--- config.mk ---
export PLATFORM = sky130hd
export DESIGN_NAME = ctrl_seq_flat
export DESIGN_NICKNAME = d
export VERILOG_FILES = /design/src/rtl/ctrl_seq_pkg.sv /design/src/rtl/ctrl_seq_if.sv /design/src/rtl/ctrl_seq_dec.sv /design/src/rtl/ctrl_seq.sv /design/src/flat_wrapper.sv
export SDC_FILE = /design/constraint.sdc
export NUM_CORES = 1
export LEC_CHECK = 0
export CORE_MARGIN = 3
export CORE_UTILIZATION = 58
export CTS_BUF_LIST = sky130_fd_sc_hd__clkbuf_4 sky130_fd_sc_hd__clkbuf_8
export DETAILED_ROUTE_END_ITERATION = 8
export DONT_BUFFER_PORTS = 1
export GPL_TIMING_DRIVEN = 1
export PLACE_DENSITY = 0.76
export SLEW_MARGIN = 20
export SYNTH_ARGS = -nofsm -noshare
export SYNTH_HDL_FRONTEND = slang
export SYNTH_SLANG_ARGS = --single-unit
--- constraint.sdc ---
create_clock -name clk -period 1.5 [get_ports clk]
set_input_delay 0.075 -clock clk [delete_from_list [all_inputs] [get_ports clk]]
set_output_delay 0.075 -clock clk [all_outputs]
set_load 0.01 [all_outputs]
--- src/rtl/ctrl_seq_pkg.sv ---
// Shared CPU definitions: opcodes, sequencer states and control-bit indices.
// Used by the sequencer, the ALU/ACC block and the datapath.
package ctrl_seq_pkg;

  localparam int unsigned CTRL_W = 22;

  localparam logic [7:0] OP_STORE  = 8'h01;
  localparam logic [7:0] OP_LOAD   = 8'h02;
  localparam logic [7:0] OP_ADD    = 8'h03;
  localparam logic [7:0] OP_SUB    = 8'h04;
  localparam logic [7:0] OP_JMPGEZ = 8'h05;
  localparam logic [7:0] OP_JMP    = 8'h06;
  localparam logic [7:0] OP_HALT   = 8'h07;
  localparam logic [7:0] OP_MPY    = 8'h08;
  localparam logic [7:0] OP_DIV    = 8'h09;
  localparam logic [7:0] OP_AND    = 8'h0A;
  localparam logic [7:0] OP_OR     = 8'h0B;
  localparam logic [7:0] OP_NOT    = 8'h0C;
  localparam logic [7:0] OP_SHR    = 8'h0D;
  localparam logic [7:0] OP_SHL    = 8'h0E;

  localparam int unsigned C_PC_MAR  = 0;
  localparam int unsigned C_MEM_RD  = 1;
  localparam int unsigned C_PC_INC  = 2;
  localparam int unsigned C_MBR_IR  = 3;
  localparam int unsigned C_IR_MAR  = 4;
  localparam int unsigned C_MBR_BR  = 5;
  localparam int unsigned C_ACC_MBR = 6;
  localparam int unsigned C_MEM_WR  = 7;
  localparam int unsigned C_ACC_CLR = 8;
  localparam int unsigned C_ADD     = 9;
  localparam int unsigned C_IR_PC   = 10;
  localparam int unsigned C_SUB     = 13;
  localparam int unsigned C_MUL     = 15;
  localparam int unsigned C_DIV     = 16;
  localparam int unsigned C_SHR     = 17;
  localparam int unsigned C_SHL     = 18;
  localparam int unsigned C_AND     = 19;
  localparam int unsigned C_OR      = 20;
  localparam int unsigned C_NOT     = 21;

  localparam logic [CTRL_W-1:0] M_PC_MAR  = CTRL_W'(1) << C_PC_MAR;
  localparam logic [CTRL_W-1:0] M_MEM_RD  = CTRL_W'(1) << C_MEM_RD;
  localparam logic [CTRL_W-1:0] M_PC_INC  = CTRL_W'(1) << C_PC_INC;
  localparam logic [CTRL_W-1:0] M_MBR_IR  = CTRL_W'(1) << C_MBR_IR;
  localparam logic [CTRL_W-1:0] M_IR_MAR  = CTRL_W'(1) << C_IR_MAR;
  localparam logic [CTRL_W-1:0] M_MBR_BR  = CTRL_W'(1) << C_MBR_BR;
  localparam logic [CTRL_W-1:0] M_ACC_MBR = CTRL_W'(1) << C_ACC_MBR;
  localparam logic [CTRL_W-1:0] M_MEM_WR  = CTRL_W'(1) << C_MEM_WR;
  localparam logic [CTRL_W-1:0] M_ACC_CLR = CTRL_W'(1) << C_ACC_CLR;
  localparam logic [CTRL_W-1:0] M_ADD     = CTRL_W'(1) << C_ADD;
  localparam logic [CTRL_W-1:0] M_IR_PC   = CTRL_W'(1) << C_IR_PC;
  localparam logic [CTRL_W-1:0] M_SUB     = CTRL_W'(1) << C_SUB;
  localparam logic [CTRL_W-1:0] M_MUL     = CTRL_W'(1) << C_MUL;
  localparam logic [CTRL_W-1:0] M_DIV     = CTRL_W'(1) << C_DIV;
  localparam logic [CTRL_W-1:0] M_SHR     = CTRL_W'(1) << C_SHR;
  localparam logic [CTRL_W-1:0] M_SHL     = CTRL_W'(1) << C_SHL;
  localparam logic [CTRL_W-1:0] M_AND     = CTRL_W'(1) << C_AND;
  localparam logic [CTRL_W-1:0] M_OR      = CTRL_W'(1) << C_OR;
  localparam logic [CTRL_W-1:0] M_NOT     = CTRL_W'(1) << C_NOT;

  typedef enum logic [3:0] {
    ST_IDLE, ST_F0, ST_F1, ST_F2, ST_DEC, ST_EADDR,
    ST_EMEM, ST_EST, ST_EBR, ST_EALU, ST_HALT
  } state_e;

  typedef enum logic [2:0] {
    CLS_NOP, CLS_MEM, CLS_STORE, CLS_REG, CLS_HALT
  } op_class_e;

  // Execute-path class of an opcode; anything undefined behaves as NOP.
  function automatic op_class_e op_class(input logic [7:0] op);
    case (op)
      OP_STORE:                     return CLS_STORE;
      OP_LOAD, OP_ADD, OP_SUB, OP_MPY,
      OP_DIV, OP_AND, OP_OR:        return CLS_MEM;
      OP_NOT, OP_SHR, OP_SHL,
      OP_JMP, OP_JMPGEZ:            return CLS_REG;
      OP_HALT:                      return CLS_HALT;
      default:                      return CLS_NOP;
    endcase
  endfunction

endpackage

--- src/rtl/ctrl_seq_if.sv ---
// Sequencer handshake bundle: run/opcode/flags/memory-ack in, control pulses out.
interface ctrl_seq_if;
  logic        run;
  logic [7:0]  ir_op;
  logic [3:0]  alu_flags;
  logic        mem_ready;
  logic [21:0] ctrl;
  logic        halted;

  modport master (
    output run, ir_op, alu_flags, mem_ready,
    input  ctrl, halted
  );

  modport slave (
    input  run, ir_op, alu_flags, mem_ready,
    output ctrl, halted
  );
endinterface

--- src/rtl/ctrl_seq_dec.sv ---
// Combinational control-word decode from sequencer state, opcode, sign flag
// and memory acknowledge.
module ctrl_seq_dec
  import ctrl_seq_pkg::*;
(
  input  state_e              state,
  input  logic [7:0]          ir_op,
  input  logic                sign,
  input  logic                mem_ready,
  output logic [CTRL_W-1:0]   ctrl
);

  always_comb begin
    ctrl = '0;
    case (state)
      ST_F0:    ctrl = M_PC_MAR;
      ST_F1:    ctrl = mem_ready ? (M_MEM_RD | M_PC_INC) : M_MEM_RD;
      ST_F2:    ctrl = M_MBR_IR;
      ST_EADDR: ctrl = (ir_op == OP_LOAD) ? (M_IR_MAR | M_ACC_CLR) : M_IR_MAR;
      ST_EMEM:  ctrl = (ir_op == OP_STORE) ? M_MEM_WR : M_MEM_RD;
      ST_EST:   ctrl = M_ACC_MBR;
      ST_EBR:   ctrl = M_MBR_BR;
      ST_EALU: begin
        case (ir_op)
          OP_LOAD, OP_ADD: ctrl = M_ADD;
          OP_SUB:          ctrl = M_SUB;
          OP_MPY:          ctrl = M_MUL;
          OP_DIV:          ctrl = M_DIV;
          OP_AND:          ctrl = M_AND;
          OP_OR:           ctrl = M_OR;
          OP_NOT:          ctrl = M_NOT;
          OP_SHR:          ctrl = M_SHR;
          OP_SHL:          ctrl = M_SHL;
          OP_JMP:          ctrl = M_IR_PC;
          OP_JMPGEZ:       ctrl = sign ? '0 : M_IR_PC;
          default:         ctrl = '0;
        endcase
      end
      default:  ctrl = '0;
    endcase
  end

endmodule

--- src/rtl/ctrl_seq.sv ---
// Instruction sequencer: state register and next-state logic; control word
// comes from ctrl_seq_dec so it follows state and inputs without a register.
module ctrl_seq
  import ctrl_seq_pkg::*;
(
  input  logic      clk,
  input  logic      rst_n,
  ctrl_seq_if.slave bus
);

  state_e state;
  state_e instr_end;
  logic   halted_q;
  logic   unused_flags;

  // Only the sign flag steers sequencing.
  assign unused_flags = ^bus.alu_flags[2:0];
  assign instr_end    = bus.run ? ST_F0 : ST_IDLE;
  assign bus.halted   = halted_q;

  ctrl_seq_dec u_dec (
    .state     (state),
    .ir_op     (bus.ir_op),
    .sign      (bus.alu_flags[3]),
    .mem_ready (bus.mem_ready),
    .ctrl      (bus.ctrl)
  );

  always_ff @(posedge clk or negedge rst_n) begin
    if (!rst_n) begin
      state    <= ST_IDLE;
      halted_q <= 1'b0;
    end else begin
      case (state)
        ST_IDLE: if (bus.run) state <= ST_F0;
        ST_F0:   state <= ST_F1;
        ST_F1:   if (bus.mem_ready) state <= ST_F2;
        ST_F2:   state <= ST_DEC;
        ST_DEC: begin
          case (op_class(bus.ir_op))
            CLS_MEM, CLS_STORE: state <= ST_EADDR;
            CLS_REG:            state <= ST_EALU;
            CLS_HALT: begin
              state    <= ST_HALT;
              halted_q <= 1'b1;
            end
            default:            state <= instr_end;
          endcase
        end
        ST_EADDR: state <= (op_class(bus.ir_op) == CLS_STORE) ? ST_EST : ST_EMEM;
        ST_EST:   state <= ST_EMEM;
        ST_EMEM: begin
          // Stores finish on the write ack; reads continue to the operand latch.
          if (bus.mem_ready)
            state <= (op_class(bus.ir_op) == CLS_STORE) ? instr_end : ST_EBR;
        end
        ST_EBR:  state <= ST_EALU;
        ST_EALU: state <= instr_end;
        ST_HALT: state <= ST_HALT;
        default: state <= ST_IDLE;
      endcase
    end
  end

endmodule

--- src/flat_wrapper.sv ---
// flat-port wrapper written by rule: the top's interface ports become plain ports
module ctrl_seq_flat import ctrl_seq_pkg::*;
  (clk, rst_n, bus_run, bus_ir_op, bus_alu_flags, bus_mem_ready, bus_ctrl, bus_halted);
  ctrl_seq_if bus_i ();
  input  logic clk;
  input  logic rst_n;
  input wire logic [$bits(bus_i.run)-1:0] bus_run;
  input wire logic [$bits(bus_i.ir_op)-1:0] bus_ir_op;
  input wire logic [$bits(bus_i.alu_flags)-1:0] bus_alu_flags;
  input wire logic [$bits(bus_i.mem_ready)-1:0] bus_mem_ready;
  output wire logic [$bits(bus_i.ctrl)-1:0] bus_ctrl;
  output wire logic [$bits(bus_i.halted)-1:0] bus_halted;
  assign bus_i.run = bus_run;
  assign bus_i.ir_op = bus_ir_op;
  assign bus_i.alu_flags = bus_alu_flags;
  assign bus_i.mem_ready = bus_mem_ready;
  assign bus_ctrl = bus_i.ctrl;
  assign bus_halted = bus_i.halted;
  ctrl_seq u_core (.clk(clk), .rst_n(rst_n), .bus(bus_i));
endmodule
==> qor.yml <==
run_status:
  status: "complete, but fails checks"
  violations: "setup timing"
global_routing:
  antenna_found_initial: 0
  grt_pass1_vias: 928
  grt_usage: 0.3047
  grt_first_pass_wirelength_mm: 4.305
  grt.overflow.total: 0
  grt_max_degree: 16
timing:
  finClkSkew_ns: 0.01197
  timing.final.crit_share: 1.186
  drv_slew: 0
  setup_viol: 13
  worst_slack_ns: -0.2784
  hold_violations: 0
  rsz0062_at_grt: "true"
  fin_crit_ns: 1.778
  fmax_mhz: 562.3
  setup_tns_ns: -2.170
logic_synthesis:
  synthCells: 116
  synth_largest_area_cell: "dfrtp_1"
  synth_top_area_share: 0.1605
  yosys-top-cells-area: "dfrtp_1 (16%), ha_1 (8.0%), nor2_1 (7.7%)"
  yosysSeqAreaShare: 0.1605
  async_flop_share: 1.000
  avgSynthCellArea_um2: 6.720
  synth_cell_type_count: 38
  ys_ff_latch: 5
  ys_warn_count: 0
  synth_area_um2: 779.5
  synth_commonest_cells: "nor2_1 (16), nand2_1 (12), inv_1 (8), nor3_1 (8), clkbuf_1 (6)"
  yosysMostFrequentCell: "nor2_1"
  synth_enable_flop_cells: 0
  ys.flop_type: "dfrtp_1"
cells_and_area:
  final-instance-count-excl-fill: 147
  syn_to_final_growth_pct: 44.46
  fill_cells: 34
  fin_nets: 155
  seq_area_um2: 126.4
  diodes: 0
  drive_gt1_frac: 0.3985
  multi_input_area_um2: 767.0
routing:
  wirelength_mm: 3.324
  route.detailed.drc: 0
  drt-wirelength-per-cell_um: 22.61
  antenna_left: 0
  via_per_inst: 7.279
  first_pass_iters: 4
  first_iter_violations: 114
  vias: 1070
power_and_ir_drop:
  leakagePower_nw: 0.4525
  combPwrFrac: 0.673
  power.switching_uw: 699.7
  p_seq_frac: 0.176
  intPower_uw: 674.2
  switching_share: 0.5093
  power.density_nw_per_um2: 1220
  pwr-share-clk: 0.151
  peakVddDrop_mv: 0.9668
die:
  die_area_um2: 1820
  num_rows: 12
  ios: 39
  coreArea_um2: 1186
  die-width_um: 42.66
  initial_core_util: 0.6572
  dieHeight_um: 42.66
worst_setup_path:
  cp_max_fo: 3
  crit_type: "reg2out"
  reg2regPathDepth: 6
  cp-start-kind: "flop"
  critPathCaptureType: "output pin"
  cp.arrival_ns: 1.70
  required_ns: 1.42
cts:
  htreeDepth: 1
  numClockSinks: 5
  cts_root_buf: "clkbuf_4"
  clk_path_buf_depth: 2
  clkTransAtPathRegs_ns: 0.06
  numCtsBuffers: 3
  cts_tree: "yes"
  worstSkewPairLatency_ns: 0.27
placement:
  dp_hpwl_mm: 1.682
  dp_cells: 140
  numPortBuffers: 0
  place.gp.congestion: 0.9218
min_path:
  hold_depth: 2
  hold_path.class: "in2reg"
job:
  maxCapViolCount: 0
area by class of cell:
| class | count | area share |
|---|---|---|
| multi-input cells | 96 | 0.6811 |
| repair buffers | 20 | 0.1378 |
| flip-flops and latches | 5 | 0.1122 |
| clock buffers | 4 | 0.02667 |
| inverters | 8 | 0.02667 |
| well taps | 14 | 0.01556 |
layer usage:
metal / vias up / track usage / routed length, um
li1: 444 / - / -
met1: 478 / 0.3862 / 1177
met2: 121 / 0.4970 / 1561
met3: 27 / 0.05932 / 427
met4: 0 / 0.1242 / 159
met5: - / 0 / 0
cell families after synthesis:
family | synth area share
fa+ha+maj | 0.08026
other cells | 0.004811
buf+inv | 0.09631
compound gates | 0.2408
simple gates | 0.4173
flops | 0.1605
sequential cells by signal, indices dropped and copies added (netlist names):
name / flops
u_core.state: 4
u_core.bus.halted: 1
power by group through the flow:
stage / clock (mW) / combinational (mW) / sequential (mW)
after floorplan: 0 / 0.559 / 0.219
after global placement: 0 / 0.696 / 0.225
after detailed placement: 0 / 0.712 / 0.228
after CTS: 0.187 / 0.767 / 0.234
after global routing: 0.214 / 0.960 / 0.249
final: 0.207 / 0.925 / 0.242
stage by stage:
step	power, mW	worst slack [ns]	util	cell area (um^2)	hold slack, ns
after detailed placement	0.9397	-0.07918	0.8080	958.4	-0.2205
after floorplan	0.7778	-0.04808	-	868.3	-0.2206
after global routing	1.423	-0.3137	0.9494	1126	0.05259
after CTS	1.187	-0.2001	0.9082	1077	0.03367
after global placement	0.9211	-0.05848	0.8080	958.4	-0.2205
final	1.374	-0.2784	0.9494	1126	0.06078
critical path, stage by stage (launching register included):
cell      delay, ns
dfrtp_1        0.38
nand2b_4       0.15
or3_4          0.40
a21oi_4        0.21
nand3_4        0.15
nor2_4         0.15
worst paths after layout:
kind	start	to	slack, ns
min in group asynchronous	rst_n	u_core.state[1]	0.12
worst max register to register	u_core.state[1]	u_core.state[0]	-0.01
worst min-delay path	bus_run	u_core.state[0]	0.06
max in group asynchronous	rst_n	u_core.state[3]	1.13
worst max-delay path	u_core.state[1]	bus_ctrl[20]	-0.28
worst min register to register	u_core.bus.halted	u_core.bus.halted	0.63
repair_timing:
item | CTS | global route
resized for setup | 13 | 10
hold buffers | 2 | 0
endpoints found under the setup margin | 11 | 17
pin swaps | 7 | 2
endpoints found under the hold margin | 6 | 0
buffers inserted | 2 | 0
layout by cell type (no fill, tap or decap), types with 2 or more instances in the layout:
cell	count
dfrtp_1	4
nor2_4	7
nand2_1	11
a2bb2oi_1	2
nand3_1	2
nor3_2	3
clkbuf_4	4
a31oi_1	2
inv_1	8
nand2b_4	3
nand2b_1	2
a21oi_1	4
buf_4	18
nor2_1	8
ha_1	5
nor2b_1	5
conb_1	3
o21ai_0	2
nand3b_1	2
o22ai_1	2
nor3_1	5
dlygate4sd3_1	2
nand3_4	2
Power figures use the tool's default switching activity.
